[src/rtl/cpu_pkg.sv]
// Shared CPU datapath definitions: word width, multiply/divide op codes and
// the sequencer state encoding used by muldiv_seq.
package cpu_pkg;

    localparam int WORD_W = 32;

    localparam logic OP_MUL = 1'b0;
    localparam logic OP_DIV = 1'b1;

    typedef enum logic [1:0] {
        IDLE = 2'd0,
        RUN  = 2'd1,
        FIX  = 2'd2,
        DONE = 2'd3
    } muldiv_state_t;

endpackage

[src/rtl/muldiv_addsub.sv]
// (WIDTH+1)-bit adder/subtractor shared by the Booth multiply steps, the
// non-restoring divide steps and the final remainder restore.
module muldiv_addsub #(
    parameter int WIDTH = 32
) (
    input  logic [WIDTH:0] i_a,
    input  logic [WIDTH:0] i_b,
    input  logic           i_sub,
    output logic [WIDTH:0] o_y
);

    // Single carry chain: subtract when i_sub is set, otherwise add.
    always_comb begin
        o_y = i_sub ? (i_a - i_b) : (i_a + i_b);
    end

endmodule

[src/rtl/muldiv_seq.sv]
// Sequential signed multiply/divide unit feeding ZHI/ZLOW.
// MUL: radix-2 Booth, one bit per clock. DIV: non-restoring on magnitudes,
// one bit per clock, followed by a restore/sign-fix cycle.
// Optional feature: define MULDIV_DIVZERO_EN to add the div_zero output and
// a fast path that finishes a divide by zero without iterating.
module muldiv_seq
    import cpu_pkg::*;
#(
    parameter int WIDTH = WORD_W
) (
    input  logic             clk,
    input  logic             clr,
    input  logic             start,
    input  logic             op,
    input  logic [WIDTH-1:0] a_in,
    input  logic [WIDTH-1:0] b_in,
    output logic [WIDTH-1:0] zhi_out,
    output logic [WIDTH-1:0] zlow_out,
    output logic             z_in,
`ifdef MULDIV_DIVZERO_EN
    output logic             div_zero,
`endif
    output logic             busy
);

    localparam int CNT_W = $clog2(WIDTH);

    muldiv_state_t    r_state;
    muldiv_state_t    w_next;

    logic [CNT_W-1:0] r_cnt;
    logic             r_op;
    logic             r_sa;
    logic             r_sb;
    logic             r_dz;
    logic             r_qm1;
    // r_acc: Booth accumulator for MUL, partial remainder for DIV.
    logic [WIDTH:0]   r_acc;
    // r_m: sign-extended multiplicand for MUL, divisor magnitude for DIV.
    logic [WIDTH:0]   r_m;
    // r_q: multiplier / low product for MUL, dividend then quotient for DIV.
    logic [WIDTH-1:0] r_q;

    logic [WIDTH-1:0] r_zhi;
    logic [WIDTH-1:0] r_zlow;
    logic             r_z_in;
`ifdef MULDIV_DIVZERO_EN
    logic             r_div_zero;
`endif

    logic [WIDTH:0]   w_as_a;
    logic [WIDTH:0]   w_as_b;
    logic             w_sub;
    logic [WIDTH:0]   w_sum;
    logic             w_b_zero;
    logic             w_skip;
    logic [WIDTH-1:0] w_a_mag;
    logic [WIDTH-1:0] w_b_mag;
    logic [WIDTH-1:0] w_rem_fix;
    logic [WIDTH-1:0] w_quo_fix;

    assign w_b_zero = (b_in == '0);

`ifdef MULDIV_DIVZERO_EN
    assign w_skip = (op == OP_DIV) && w_b_zero;
`else
    assign w_skip = 1'b0;
`endif

    // Operand magnitudes; -2^(WIDTH-1) maps onto itself, read as unsigned.
    always_comb begin
        w_a_mag = a_in[WIDTH-1] ? -a_in : a_in;
        w_b_mag = b_in[WIDTH-1] ? -b_in : b_in;
    end

    // Sign fix-up: quotient negated on differing signs, remainder follows the dividend.
    always_comb begin
        w_rem_fix = r_sa ? -w_sum[WIDTH-1:0] : w_sum[WIDTH-1:0];
        if (r_dz)
            w_quo_fix = '1;
        else
            w_quo_fix = (r_sa ^ r_sb) ? -r_q : r_q;
    end

    // Route the shared adder for the current step.
    always_comb begin
        w_as_a = r_acc;
        w_as_b = '0;
        w_sub  = 1'b0;
        if (r_state == RUN) begin
            if (r_op == OP_MUL) begin
                case ({r_q[0], r_qm1})
                    2'b01:   w_as_b = r_m;
                    2'b10: begin
                        w_as_b = r_m;
                        w_sub  = 1'b1;
                    end
                    default: w_as_b = '0;
                endcase
            end else begin
                w_as_a = {r_acc[WIDTH-1:0], r_q[WIDTH-1]};
                w_as_b = r_m;
                w_sub  = ~r_acc[WIDTH];
            end
        end else if (r_state == FIX) begin
            w_as_b = r_acc[WIDTH] ? r_m : '0;
        end
    end

    muldiv_addsub #(
        .WIDTH (WIDTH)
    ) u_addsub (
        .i_a   (w_as_a),
        .i_b   (w_as_b),
        .i_sub (w_sub),
        .o_y   (w_sum)
    );

    // State register.
    always_ff @(posedge clk or posedge clr) begin
        if (clr)
            r_state <= IDLE;
        else
            r_state <= w_next;
    end

    // Next-state logic.
    always_comb begin
        w_next = r_state;
        case (r_state)
            IDLE: if (start) w_next = w_skip ? DONE : RUN;
            RUN:  if (r_cnt == CNT_W'(WIDTH - 1)) w_next = FIX;
            FIX:  w_next = DONE;
            DONE: w_next = IDLE;
            default: w_next = IDLE;
        endcase
    end

    // State-decoded outputs.
    always_comb begin
        busy = (r_state == RUN) || (r_state == FIX);
    end

    // Operand latch, iteration datapath and final sign correction.
    always_ff @(posedge clk or posedge clr) begin
        if (clr) begin
            r_cnt <= '0;
            r_op  <= OP_MUL;
            r_sa  <= 1'b0;
            r_sb  <= 1'b0;
            r_dz  <= 1'b0;
            r_qm1 <= 1'b0;
            r_acc <= '0;
            r_m   <= '0;
            r_q   <= '0;
        end else begin
            case (r_state)
                IDLE: begin
                    if (start) begin
                        r_cnt <= '0;
                        r_op  <= op;
                        r_sa  <= a_in[WIDTH-1];
                        r_sb  <= b_in[WIDTH-1];
                        r_dz  <= (op == OP_DIV) && w_b_zero;
                        r_qm1 <= 1'b0;
                        if (op == OP_MUL) begin
                            r_acc <= '0;
                            r_q   <= b_in;
                            r_m   <= {a_in[WIDTH-1], a_in};
                        end else begin
                            r_acc <= '0;
                            r_q   <= w_a_mag;
                            r_m   <= {1'b0, w_b_mag};
                            // Fast divide-by-zero path: result is final right away.
                            if (w_skip) begin
                                r_acc <= {a_in[WIDTH-1], a_in};
                                r_q   <= '1;
                            end
                        end
                    end
                end
                RUN: begin
                    r_cnt <= r_cnt + CNT_W'(1);
                    if (r_op == OP_MUL) begin
                        // Arithmetic shift right of {acc, Q, q-1}.
                        r_acc <= {w_sum[WIDTH], w_sum[WIDTH:1]};
                        r_q   <= {w_sum[0], r_q[WIDTH-1:1]};
                        r_qm1 <= r_q[0];
                    end else begin
                        r_acc <= w_sum;
                        r_q   <= {r_q[WIDTH-2:0], ~w_sum[WIDTH]};
                    end
                end
                FIX: begin
                    if (r_op == OP_DIV) begin
                        r_acc <= {w_rem_fix[WIDTH-1], w_rem_fix};
                        r_q   <= w_quo_fix;
                    end
                end
                default: begin
                end
            endcase
        end
    end

    // Result registers and the one-cycle Z load strobe, updated in DONE.
    always_ff @(posedge clk or posedge clr) begin
        if (clr) begin
            r_zhi  <= '0;
            r_zlow <= '0;
            r_z_in <= 1'b0;
        end else begin
            r_z_in <= (r_state == DONE);
            if (r_state == DONE) begin
                r_zhi  <= r_acc[WIDTH-1:0];
                r_zlow <= r_q;
            end
        end
    end

`ifdef MULDIV_DIVZERO_EN
    // Divide-by-zero flag: raised with z_in, held until the next accepted start.
    always_ff @(posedge clk or posedge clr) begin
        if (clr)
            r_div_zero <= 1'b0;
        else if ((r_state == IDLE) && start)
            r_div_zero <= 1'b0;
        else if (r_state == DONE)
            r_div_zero <= r_dz;
    end

    assign div_zero = r_div_zero;
`endif

    assign zhi_out  = r_zhi;
    assign zlow_out = r_zlow;
    assign z_in     = r_z_in;

endmodule

[config.mk]
export PLATFORM = sky130hd
export DESIGN_NAME = muldiv_seq
export DESIGN_NICKNAME = d
export VERILOG_FILES = /design/src/rtl/cpu_pkg.sv /design/src/rtl/muldiv_addsub.sv /design/src/rtl/muldiv_seq.sv
export SDC_FILE = /design/constraint.sdc
export NUM_CORES = 1
export LEC_CHECK = 0
export BUFFER_PORTS_ARGS = -buffer_cell sky130_fd_sc_hd__buf_2
export CAP_MARGIN = 40
export CORE_ASPECT_RATIO = 0.9
export CORE_MARGIN = 1.5
export CORE_UTILIZATION = 50
export DETAILED_ROUTE_END_ITERATION = 8
export MAX_ROUTING_LAYER = met4
export PLACE_DENSITY = 0.79
export RECOVER_POWER = 25
export SLEW_MARGIN = 20
export SYNTH_ARGS = -nofsm -noshare
export SYNTH_HDL_FRONTEND = slang
export SYNTH_SLANG_ARGS = --single-unit
[constraint.sdc]
create_clock -name clk -period 17.2 [get_ports clk]
set_clock_uncertainty 0.2 [all_clocks]
set_input_delay 2.58 -clock clk [delete_from_list [all_inputs] [get_ports clk]]
set_output_delay 2.58 -clock clk [all_outputs]
set_load 0.02 [all_outputs]
Word-level counts from Yosys, hierarchy flattened
Cells that the tools add are included.

cells by class
  $lt $le $gt $ge = 0
  muxes and demuxes = 34
  add/sub/neg operators = 7
  eq/ne operators = 11
  multiply operators = 0
  shifts and indexed selects = 0
  reduce and logical (&&, ||, !) cells = 13
  bitwise operators = 3
  div/mod/pow operators = 0

operators by type and width
  cell                                                 count
  2-to-1 mux 33 bit                                    11
  2-to-1 mux 32 bit                                    10
  negation 32 bit                                      4
  one-hot mux 33 bit (3 select lines)                  1
  one-hot mux 32 bit (3 select lines)                  1
  adder 33 bit                                         1
  subtractor 33 bit                                    1
  logical NOT 32 bit                                   1
  one-hot mux 5 bit (2 select lines)                   1
  one-hot mux 2 bit (4 select lines)                   1
  equality test 2 bit, second input constant           3
  != test 2 bit, second input constant                 3
  AND reduction 2 bit                                  3
  AND reduction 3 bit                                  2
  adder 5 x 1 -> 5 bit, second input constant          1
  equality test 5 bit, second input constant           1
  2-to-1 mux 1 bit                                     5
  2-to-1 mux 5 bit                                     1
  equality test 2 x 1 -> 1 bit, second input constant  2
  2-to-1 mux 2 bit                                     2
  AND reduction 4 bit                                  1
  != test 3 bit, second input constant                 1
  nonzero test 3 bit                                   1
  logical NOT 2 bit                                    1
  other kinds (8)                                      9

word-level totals
  register bits after elaboration = 175
  logic and storage cells = 81
  latch bits = 0
  input bits = 68
  output and inout port bits = 66
  memories = 0
  memory bits (writable) = 0
  memory bits (read-only) = 0

Logic depth before layout (Yosys ltp)
Gate-level depths: netlist of the first run.

  depth after elaboration = 11
  mapped depth = 30
  gate-level depth less buffers = 25

Modules after synthesis
Synthesis of the first run repeated with hierarchy kept, for this count alone.

second synthesis, totals
  cell total of the unflattened synthesis = 1699
  area total of the unflattened synthesis = 14611.5 µm²

modules (own cells, without submodules)
  module         area each (µm²)  cells an instance  instances
  muldiv_seq     12094.1          1333               1
  muldiv_addsub  2517.4           366                1

Worst setup path after synthesis of the first run
Ideal clock, no wire load.

  kind = reg-to-reg
  from = reg r_state[0]
  to = reg r_acc[29]
  library setup time = 0.118 ns
  required time = 16.882 ns
  cell stages (with the launch flop) = 27
  buffers on the path = 5
  arrival = 5.836 ns
  slack = 11.045 ns
  path through = dfrtp_1 ha_1 nor2b_1 clkbuf_1 a21oi_1 clkbuf_1 buf_1 nand2_1 ha_1 clkbuf_1 nand3_1 nor3_1 a32oi_1 a21oi_1 o22a_1 ha_1 clkbuf_1 nand4_1 or3_1 a2111oi_0 nor3_1 xnor2_1 or3_1 or2_1 a221oi_1 a21oi_1 a21o_1

between the ends
  longest elaborated chain between the ends = 9
  elaborated cells between the ends (all ways) = 19
  those cells by class = add/sub: 3; eq/ne: 4; mux: 9; reduce/logical: 3

RTL lines
  element                                            line                                  text
  from (decl)                                        muldiv_seq.sv:28                      muldiv_state_t r_state;
  from (signal assigned)                             muldiv_seq.sv:124                     r_state <= w_next;
  equality test 2 bit                                muldiv_seq.sv:105, muldiv_seq.sv:157
  2-to-1 mux 33 bit                                  muldiv_seq.sv:105                     end else if (r_state == FIX) begin
  2-to-1 mux 33 bit                                  muldiv_seq.sv:90                      if (r_state == RUN) begin
  adder 33 bit or subtractor 33 bit (tied branches)  muldiv_addsub.sv:14                   o_y = i_sub ? (i_a - i_b) : (i_a + i_b);
  2-to-1 mux 33 bit                                  muldiv_addsub.sv:14
  negation 32 bit                                    muldiv_seq.sv:78                      w_rem_fix = r_sa ? -w_sum[WIDTH-1:0] : w_sum[WIDTH-1:0];
  2-to-1 mux 32 bit                                  muldiv_seq.sv:78
  2-to-1 mux 33 bit                                  muldiv_seq.sv:195                     if (r_op == OP_DIV) begin
  one-hot mux 33 bit (3 select lines)                muldiv_seq.sv:157                     case (r_state)
  to (signal assigned)                               muldiv_seq.sv:176                     r_acc <= {a_in[WIDTH-1], a_in};
  to (signal assigned)                               muldiv_seq.sv:190                     r_acc <= w_sum;
  to (signal assigned)                               muldiv_seq.sv:196                     r_acc <= {w_rem_fix[WIDTH-1], w_rem_fix};
  to (decl)                                          muldiv_seq.sv:38                      logic [WIDTH:0] r_acc;

Parallel ways exist; a longest one is shown, timed or not. The select of a mux whose other input is x is not followed.
A chain may end at the register's enable or synchronous reset.

Worst setup path in the final report of the first run
Ends and elaborated chain as after synthesis.

==> impl_metrics.yaml, run 1 <==
run_status:
  status: "finished with violations"
  violations: "design-rule violations, max-capacitance violations, max-slew violations"
placed_design:
  gp_congestion: 0.971
  portBuffers: 133
  dp_hpwl_um: 33800
drt:
  viasPerCell: 6.21
  wl_um: 44900
  vias: 14095
  detail-route-antenna-nets: 0
  wl_per_cell_um: 19.8
  drc: 1
  first_iter_violations: 1394
  drtPass1Iterations: 9
setup_path:
  max_stage_delay_ns: 0.70
  crit_top_cell: "a21oi_1"
  critPathBufInv: 3
  required_ns: 17.33
  worstSetupStartpointType: "flip-flop"
  arrival_ns: 7.30
  critPathMaxFanout: 60
  rr_worst_depth: 26
  crit_path_top_delay_cell: "nor3_1"
  critical_path_depth: 26
  cp_top_family: "simple AND/OR/NAND/NOR gates"
  worst-setup-path-type: "flip-flop to flip-flop"
  critPathCaptureType: "flip-flop"
die:
  pin_count: 134
  die_w_um: 185
  start_util_pct: 51.2
  num_rows: 59
  die_h_um: 167
  fp.dieArea_um2: 30800
  core_area_um2: 29100
clocking:
  insertion_delay_ns: 0.44
  post-cts-setup-buffer-count: 0
  ctsResizeCount: 0
  clock-sinks: 175
  root_buffer: "clkbuf_16"
  clkTransAtPathRegs_ns: 0.07
  postCtsHoldBufs: 0
  htreeDepth: 4
  clockBufferDepth: 2
  cts_buffers: 17
  cts_tree: "done"
final_layout:
  fin_nets: 1981
  drive_gt1_share_pct: 19.7
  areaGrowthSynthToFinish_pct: 10.5
  fillers: 2645
timing:
  hold_viol: 0
  finalCritPeriodShare_pct: 41.7
  fin_setup_tns_ns: 0
  finalMaxSlewViolations: 125
  fin_crit_ns: 7.17
  relSlewSlack_pct: -68.8
  fmax_mhz: 140
  finalSetupViolCount: 0
  worstMarginPinSlew_ns: 2.52
  rsz0062_at_grt: "false"
grt:
  grt_pass1_vias: 12771
  antenna_found_initial: 1
  top_usage_layer: "met1"
  met2_usage_pct: 43.2
  grt_use_met3_pct: 4.02
  grt_use_met1_pct: 44.7
  grtUsageTotal_pct: 30.1
  grt_max_degree: 107
  grt_remaining_overflow: 0
  grt_pass1_wl_um: 71600
logic_synthesis:
  synth_nets: 1929
  synthTopCellsByArea: "dfrtp_1 29%, mux2_2 11%, nand2_1 7.2%"
  synth_cells: 1809
  async_flop_share_pct: 100
  synthDistinctLibCells: 92
  synth_top_area_cell: "dfrtp_1"
  syn-cell-area_um2: 14900
  syn_area_per_cell_um2: 8.23
  seq_area_frac_synth_pct: 29.4
  synth_edf_count: 0
  synth_top_area_share_pct: 29.4
  ys_ff_latch: 175
  yosys_warnings: 0
  synth_flop_cell: "dfrtp_1"
job:
  maxCapViolations: 3
hold_path:
  whs_path_depth: 1
  hold_path.class: "flip-flop to flip-flop"
==> sequential cells by signal, indices dropped and copies added, names as in the netlist, 2 cells and up <==
| register | count |
|---|---|
| r_cnt | 5 |
| r_acc | 33 |
| r_m | 33 |
| zhi_out | 32 |
| r_q | 32 |
| zlow_out | 32 |
| r_state | 2 |
==> layer usage <==
layer	part of all wire [%]	vias to the layer above
met1	47	6744
met2	44	619
li1	-	6674
met4	1.5	0
met3	7.8	58
met5	0	-
==> cells in the final DEF (no fill, tap or decap), types with 8 or more instances in the layout <==
master     synthesis  routed
nand2_1          285     284
o21ai_0          210     210
dfrtp_1          175     174
mux2_2           139     139
buf_2              7     133
nor2_1           110     110
xor2_1            93      93
a21oi_1           92      91
xnor2_1           66      66
ha_1              51      48
o31ai_1           32      32
nand3_1           31      31
inv_1             31      30
nor3_1            29      29
a211oi_1          25      25
a22oi_1           21      21
mux2i_1           20      20
or3_1             18      18
clkbuf_16          0      17
or4_1             15      15
nor4_1            15      15
buf_4              0      15
o41ai_1           13      13
a21o_1            13      13
a31oi_1           13      13
nand4_1           12      12
o211ai_1          11      11
o21ai_1           11      11
o21a_1            10      10
nand2b_1           8       8
nor2b_1            8       8
==> final cells by class <==
type                            instances  area (µm²)  share of cell area (%)
Multi-Input combinational cell       1481        9930                    60.4
Timing Repair Buffer                  154         907                    5.51
Sequential cell                       175        4380                    26.6
Inverter                               32         121                   0.738
Clock buffer                           18         439                    2.67
Clock inverter                         14         175                    1.06
Antenna cell                            1        2.50                  0.0152
Tap cell                              396         495                    3.01
==> per-stage QoR <==
| step | setup WS (ns) | cell area [µm²] | hold WS [ns] | std cells | utilization (%) |
|---|---|---|---|---|---|
| floorplan | 9.67 | 14900 | 0.250 | 1809 | - |
| global placement | 10.47 | 15700 | 0.268 | 2232 | 54.0 |
| detailed placement | 10.17 | 15800 | 0.289 | 2234 | 54.2 |
| CTS | 10.14 | 16400 | 0.305 | 2266 | 56.3 |
| global route | 9.55 | 16500 | 0.318 | 2271 | 56.6 |
| finish | 10.03 | 16500 | 0.303 | 2271 | 56.6 |
==> synth_stat cells (5+ instances only) <==
master    number
a21oi_1       92
nand2b_1       8
o41ai_1       13
a211oi_1      25
a21o_1        13
and2_1         5
o221ai_1       5
nand4_1       12
o211ai_1      11
buf_2          7
or2_2          6
nor4_1        15
o21ai_1       11
o21a_1        10
dfrtp_1      175
mux2_2       139
nor2b_1        8
nand2_1      285
o21ai_0      210
clkbuf_1      95
o31ai_1       32
xnor2_1       66
nand3_1       31
or4_4          5
inv_1         31
buf_1         17
or4_1         15
o21bai_1       6
or3_1         18
nor3_1        29
a31oi_1       13
mux2i_1       20
nor2_1       110
a221oi_1       5
a22oi_1       21
xor2_1        93
ha_1          51
==> worst paths after layout <==
path,start,end,slack [ns]
hold / removal,zhi_out[2],zhi_out[2],0.30
min in group asynchronous,clr,r_m[7],2.62
setup reg to reg,r_state[0],r_acc[29],10.03
max in group asynchronous,clr,r_m[31],12.48
setup / recovery,r_state[0],r_acc[29],10.03
hold reg to reg,zhi_out[2],zhi_out[2],0.30
==> worst reg2reg max path, stage by stage, from the launching register on <==
cell and delay (ns):
dfrtp_1 0.42, inv_1 0.11, ha_2 0.17, buf_4 0.51, a21oi_1 0.23, a21oi_2 0.14, buf_4 0.35, nand2_1 0.15
ha_1 0.31, nand3_1 0.17, nor3_1 0.10, a32oi_1 0.52, a21oi_1 0.12, nor2_1 0.25, xor2_1 0.23, ha_1 0.32
nand4_1 0.14, or3_1 0.14, a2111oi_0 0.06, nor3_1 0.70, o21bai_1 0.19, xnor2_1 0.46, nand3b_1 0.20, or2_1 0.29
a221oi_1 0.27, a21oi_1 0.12, a21o_1 0.17
==> cells by family after synthesis <==
group,after synthesis,share of synthesized area [%]
flip-flops,175,29.4
buffers and inverters,153,4.02
AO/OA/AOI/OAI,525,22.1
multiplexers,160,12.0
AND/OR/NAND/NOR,584,18.7
adder cells (fa/ha/maj),52,4.42
XOR/XNOR,160,9.46
Power of run 1 is not shown: default switching activity piles up to over one toggle a cycle in this logic, so the estimate is an artifact.
==> run 2, diff against run 1 <==
- PLACE_DENSITY: 0.79 -> 0.82
- clock period: 17.2 -> 6.1 ns (I/O delays scaled with it)
==> run 2 against run 1 <==
- wire length decreased by 0.30%
- the flow finishes with violations (max-capacitance violations, max-slew violations)
- die area did not move
- via count grew 1.6%
- worst hold slack got worse by 0.021 ns
- first-iteration DRC count grew 8.8%
==> impl_metrics.yaml, run 2 (synthesis gave the netlist of run 1 again) <==
setup_path:
  reg2reg_slack_ns: 0.26
  crit_top_cell: "ha_2"
  max_stage_delay_ns: 0.44
  rr_worst_depth: 22
  worst-setup-path-type: "flip-flop to flip-flop"
  path_cells: "inv_1 -> ha_2 -> nor2b_2 -> a21oi_2 -> nand2_1 -> ha_4 -> nand3_2 -> nor3_1 -> nor2_1 -> o221ai_1 -> ha_2 -> a21oi_1 -> o21ai_0 -> a31oi_2 -> nor3b_1 -> o22ai_1 -> nor4_4 -> nand4b_4 -> or3_1 -> mux2_4 -> a221oi_2 -> o21ai_1"
  r2r-start: "r_state[1]"
  cp_top_family: "simple AND/OR/NAND/NOR gates"
  arrival_ns: 5.93
  worstSetupStartpointType: "flip-flop"
  crit_path_top_delay_cell: "or3_1"
  critPathBufInv: 1
  critPathMaxFanout: 8
  required_ns: 6.19
  r2r_end: "r_acc[23]"
  critPathCaptureType: "flip-flop"
run_status:
  violations: "max-capacitance violations, max-slew violations"
  status: "finished with violations"
job:
  maxCapViolations: 2
timing:
  fin_crit_ns: 5.84
  finalCritPeriodShare_pct: 95.7
  finalSetupViolCount: 0
  fmax_mhz: 171
  hold_ws_ns: 0.282
  rsz0062_at_grt: "true"
  worstMarginPinSlew_ns: 2.59
  finalMaxSlewViolations: 89
  hold_viol: 0
  relSlewSlack_pct: -73.8
hold_path:
  hold_path.class: "flip-flop to flip-flop"
  hold_start: "r_m[32]"
  min_to: "r_m[32]"
  whs_path_depth: 1
die:
  fp.dieArea_um2: 30800
  pin_count: 134
  num_rows: 59
  die_h_um: 167
  core_area_um2: 29100
  die_w_um: 185
  start_util_pct: 51.2
drt:
  drtPass1Iterations: 6
  first_iter_violations: 1517
  wl_um: 44800
  viasPerCell: 6.23
  drc: 0
  detail-route-antenna-nets: 0
  vias: 14315
  wl_per_cell_um: 19.5
grt:
  grt_pass1_vias: 13061
  grt_max_degree: 120
  grt_remaining_overflow: 0
  antenna_found_initial: 4
  grtUsageTotal_pct: 29.8
  grt_pass1_wl_um: 71100
clocking:
  cts_buffers: 17
  clkTransAtPathRegs_ns: 0.07
  clockBufferDepth: 2
  htreeDepth: 4
  clock-sinks: 175
  cts_tree: "done"
  insertion_delay_ns: 0.45
  root_buffer: "clkbuf_16"
final_layout:
  drive_gt1_share_pct: 21.7
  fin_nets: 2003
  areaGrowthSynthToFinish_pct: 12.5
  fillers: 2650
  seqCellArea_um2: 4380
  multi_input_area_um2: 10100
  final_common_cell: "nand2_1"
  reg_top3: "r_acc (33), r_m (33)"
  final_cell_mix: "285 x nand2_1, 210 x o21ai_0, 174 x dfrtp_1, 139 x mux2_2, 131 x buf_2"
placed_design:
  dp_hpwl_um: 33500
  portBuffers: 133
  gp_congestion: 0.975
run 2: repair_timing:
| item | in CTS | in global routing |
|---|---|---|
| hold buffers | 0 | 0 |
| setup endpoints to repair | 0 | 16 |
| resized for setup | 0 | 24 |
| hold endpoints to repair | 0 | 0 |
| buffers inserted | 0 | 1 |
run 2: area by class of cell:
cell class | count | share of cell area [%]
Antenna cell | 4 | 0.0597
Clock buffer | 17 | 2.54
Clock inverter | 15 | 1.11
Inverter | 32 | 0.724
Multi-Input combinational cell | 1481 | 60.0
Sequential cell | 175 | 26.1
Tap cell | 396 | 2.96
Timing Repair Buffer | 176 | 6.47
run 2: how the worst max path moves through the flow:
stage	from	end	slack [ns]	cells past startpoint
6_report	r_state[1]	r_acc[23]	0.26	22
5_1_grt	r_state[1]	r_acc[29]	-0.02	25
4_1_cts	r_state[1]	r_acc[29]	0.008	23
3_5_place_dp	r_state[1]	r_acc[31]	0.05	24
3_3_place_gp	r_state[1]	r_acc[31]	0.19	24
2_1_floorplan	r_state[1]	r_acc[29]	0.03	28
run 2: metal layers:
| layer | up-vias | share of wire, % | GRT usage [%] |
|---|---|---|---|
| met4 | 0 | 2.3 | 8.41 |
| li1 | 6702 | - | - |
| met3 | 95 | 8.1 | 4.44 |
| met5 | - | 0 | - |
| met1 | 6815 | 47 | 43.5 |
| met2 | 703 | 43 | 42.4 |
run 2: stage by stage:
step / util (%) / worst slack, ns / TNS, ns / instances / area, µm²
after floorplan: - / 0.0273 / 0 / 1809 / 14900
after global placement: 54.7 / 0.185 / 0 / 2254 / 15900
after detailed placement: 54.9 / 0.0541 / 0 / 2257 / 16000
after CTS: 57.0 / 0.00757 / 0 / 2289 / 16600
after global routing: 57.6 / -0.0187 / -0.0352 / 2296 / 16800
final: 57.6 / 0.260 / 0 / 2296 / 16800
Power of run 2 is left out for the same reason.
==> run 3, diff against run 2 <==
- ABC_AREA: not set -> 1
- PLACE_DENSITY: 0.82 -> 0.81
==> run 3 against run 2 <==
- the run still ends with max-capacitance violations, max-slew violations left
- die area increased by 6.2%
- core utilization decreased by 1.4 points
- largest cell class unchanged
- final cell count increased by 32%
- register-to-register slack improved by 0.25 ns
- sequential share of layout area decreased by 1.1 points
- critical path depth increased by 15
- non-clock buffer count decreased by 16
==> impl_metrics.yaml, run 3 <==
final_layout:
  fin_util_pct: 56.2
  final_common_cell: "nand2_1"
  fin_nets: 2726
  fin_area_um2: 17500
  drive_gt1_share_pct: 10.8
  reg_top3: "r_acc (33), r_m (33)"
  areaGrowthSynthToFinish_pct: 10.3
  final_cell_mix: "642 x nand2_1, 348 x inv_1, 283 x nor2_1, 195 x o21ai_0, 175 x dfrtp_1"
clocking:
  cts_tree: "done"
  clkTransAtPathRegs_ns: 0.07
  htreeDepth: 4
  insertion_delay_ns: 0.46
  cts_buffers: 17
  clockBufferDepth: 2
  postCtsHoldBufs: 0
  clock-sinks: 175
  root_buffer: "clkbuf_16"
placed_design:
  portBuffers: 133
  dp_hpwl_um: 45300
  gp_congestion: 0.996
  placed_area_um2: 16800
logic_synthesis:
  synth_top_area_share_pct: 27.7
  synth_cells: 2530
  async_flop_share_pct: 100
  syn_area_per_cell_um2: 6.26
  synth_flop_cell: "dfrtp_1"
  synth_edf_count: 0
  syn-cell-area_um2: 15800
  ys_ff_latch: 175
  yosys_warnings: 0
  synth_common_cells: "644 x nand2_1, 349 x inv_1, 284 x nor2_1"
  synth_nets: 2650
  synth_top_area_cell: "dfrtp_1"
  synthDistinctLibCells: 57
  seq_area_frac_synth_pct: 27.7
  synthTopCellsByArea: "dfrtp_1 28%, nand2_1 15%, inv_1 8.3%"
  synth_most_common_cell: "nand2_1"
drt:
  viasPerCell: 5.89
  wl_um: 58800
  wl_per_cell_um: 19.4
  vias: 17853
  detail-route-antenna-nets: 0
  first_iter_violations: 2166
  drtPass1Iterations: 6
  drc: 0
timing:
  finalMaxSlewViolations: 229
  relSlewSlack_pct: -192
  finalSetupViolCount: 0
  fmax_mhz: 179
  rsz0062_at_grt: "false"
  hold_viol: 0
  worstMarginPinSlew_ns: 4.38
  finalCritPeriodShare_pct: 91.6
  fin_setup_tns_ns: 0
  fin_crit_ns: 5.59
setup_path:
  critPathCaptureType: "flip-flop"
  worst-setup-path-type: "flip-flop to flip-flop"
  reg2reg_slack_ns: 0.51
  crit_path_top_delay_cell: "dfrtp_1"
  worstSetupStartpointType: "flip-flop"
  required_ns: 6.24
  crit_start: "r_state[1]"
  rr_worst_depth: 37
  r2r_end: "r_acc[30]"
  r2r-start: "r_state[1]"
  crit_top_cell: "nand2_1"
  max_stage_delay_ns: 0.43
  critPathMaxFanout: 27
  arrival_ns: 5.73
die:
  num_rows: 61
  die_w_um: 191
  pin_count: 134
  die_h_um: 172
  fp.dieArea_um2: 32800
  start_util_pct: 51.0
  core_area_um2: 31100
grt:
  antenna_found_initial: 2
  met2_usage_pct: 51.4
  grt_use_met3_pct: 6.92
  grtUsageTotal_pct: 37.3
  grt_use_met1_pct: 55.5
  grt_remaining_overflow: 0
  grt_pass1_vias: 15778
  top_usage_layer: "met1"
  grt_max_degree: 176
  grt_pass1_wl_um: 90500
hold_path:
  hold_path.class: "flip-flop to flip-flop"
  whs_path_depth: 2
  min_to: "r_acc[28]"
  hold_start: "r_acc[28]"
job:
  maxCapViolations: 2
run_status:
  status: "finished with violations"
  violations: "max-capacitance violations, max-slew violations"
==> run 3: changes by cell type after synthesis, sizes merged, moves of 52 or more <==
cell and delta:
nand3 +122, nand2 +375, nor2 +188, inv +326
a21oi +74, mux2 -133, xnor2 -52
==> run 3: area by class of cell <==
type	instances	area, µm²
Timing Repair Buffer	160	901
Clock buffer	18	439
Clock inverter	14	124
Multi-Input combinational cell	1890	9730
Tap cell	409	512
Inverter	362	1370
Antenna cell	3	7.51
Fill cell	3134	13600
Sequential cell	175	4380
==> run 3: per-layer routing <==
layer,vias up,part of all wire [%]
li1,8457,-
met1,8291,46
met2,1018,40
met3,87,12
met4,0,2.0
met5,-,0
==> run 3: cells by family after synthesis <==
logic type | count (synthesis) | share of synthesized area, %
compound gates | 512 | 18.5
xor+xnor | 69 | 3.82
fa+ha+maj | 52 | 4.16
buf+inv | 465 | 11.3
flops | 175 | 27.7
mux | 8 | 0.561
simple gates | 1249 | 33.9
==> run 3: how the worst max path moves through the flow <==
stage / endpoint / slack [ns] / depth (start not counted)
after floorplan: r_acc[0] / 0.24 / 1
after global placement: r_acc[32] / 0.17 / 31
after detailed placement: r_acc[31] / 0.05 / 31
after CTS: r_acc[31] / 0.08 / 31
after global routing: r_acc[32] / 0.1 / 37
final: r_acc[30] / 0.51 / 37
==> run 3: stage by stage <==
step	std cells	worst slack [ns]	hold WS, ns
2_1_floorplan	2530	0.240	0.248
3_3_place_gp	2993	0.166	0.263
3_5_place_dp	2994	0.0505	0.275
4_1_cts	3026	0.0753	0.291
5_1_grt	3030	0.0973	0.303
6_report	3031	0.513	0.287
==> run 3: repair_timing <==
action                     4_1_cts  5_1_grt
pin swaps                        0        1
resized for setup                1       12
setup endpoints to repair        2        6
buffers inserted                 0        1
==> run 3: worst max-delay path: cells and delay by family (launching register included) <==
family / cells / cell delay, ns
flip-flops: 1 / 0.43
XOR/XNOR: 1 / 0.19
AND/OR/NAND/NOR: 26 / 3.02
adder cells (fa/ha/maj): 3 / 0.78
AO/OA/AOI/OAI: 3 / 0.39
buffers and inverters: 4 / 0.45
Power of run 3 is left out for the same reason.
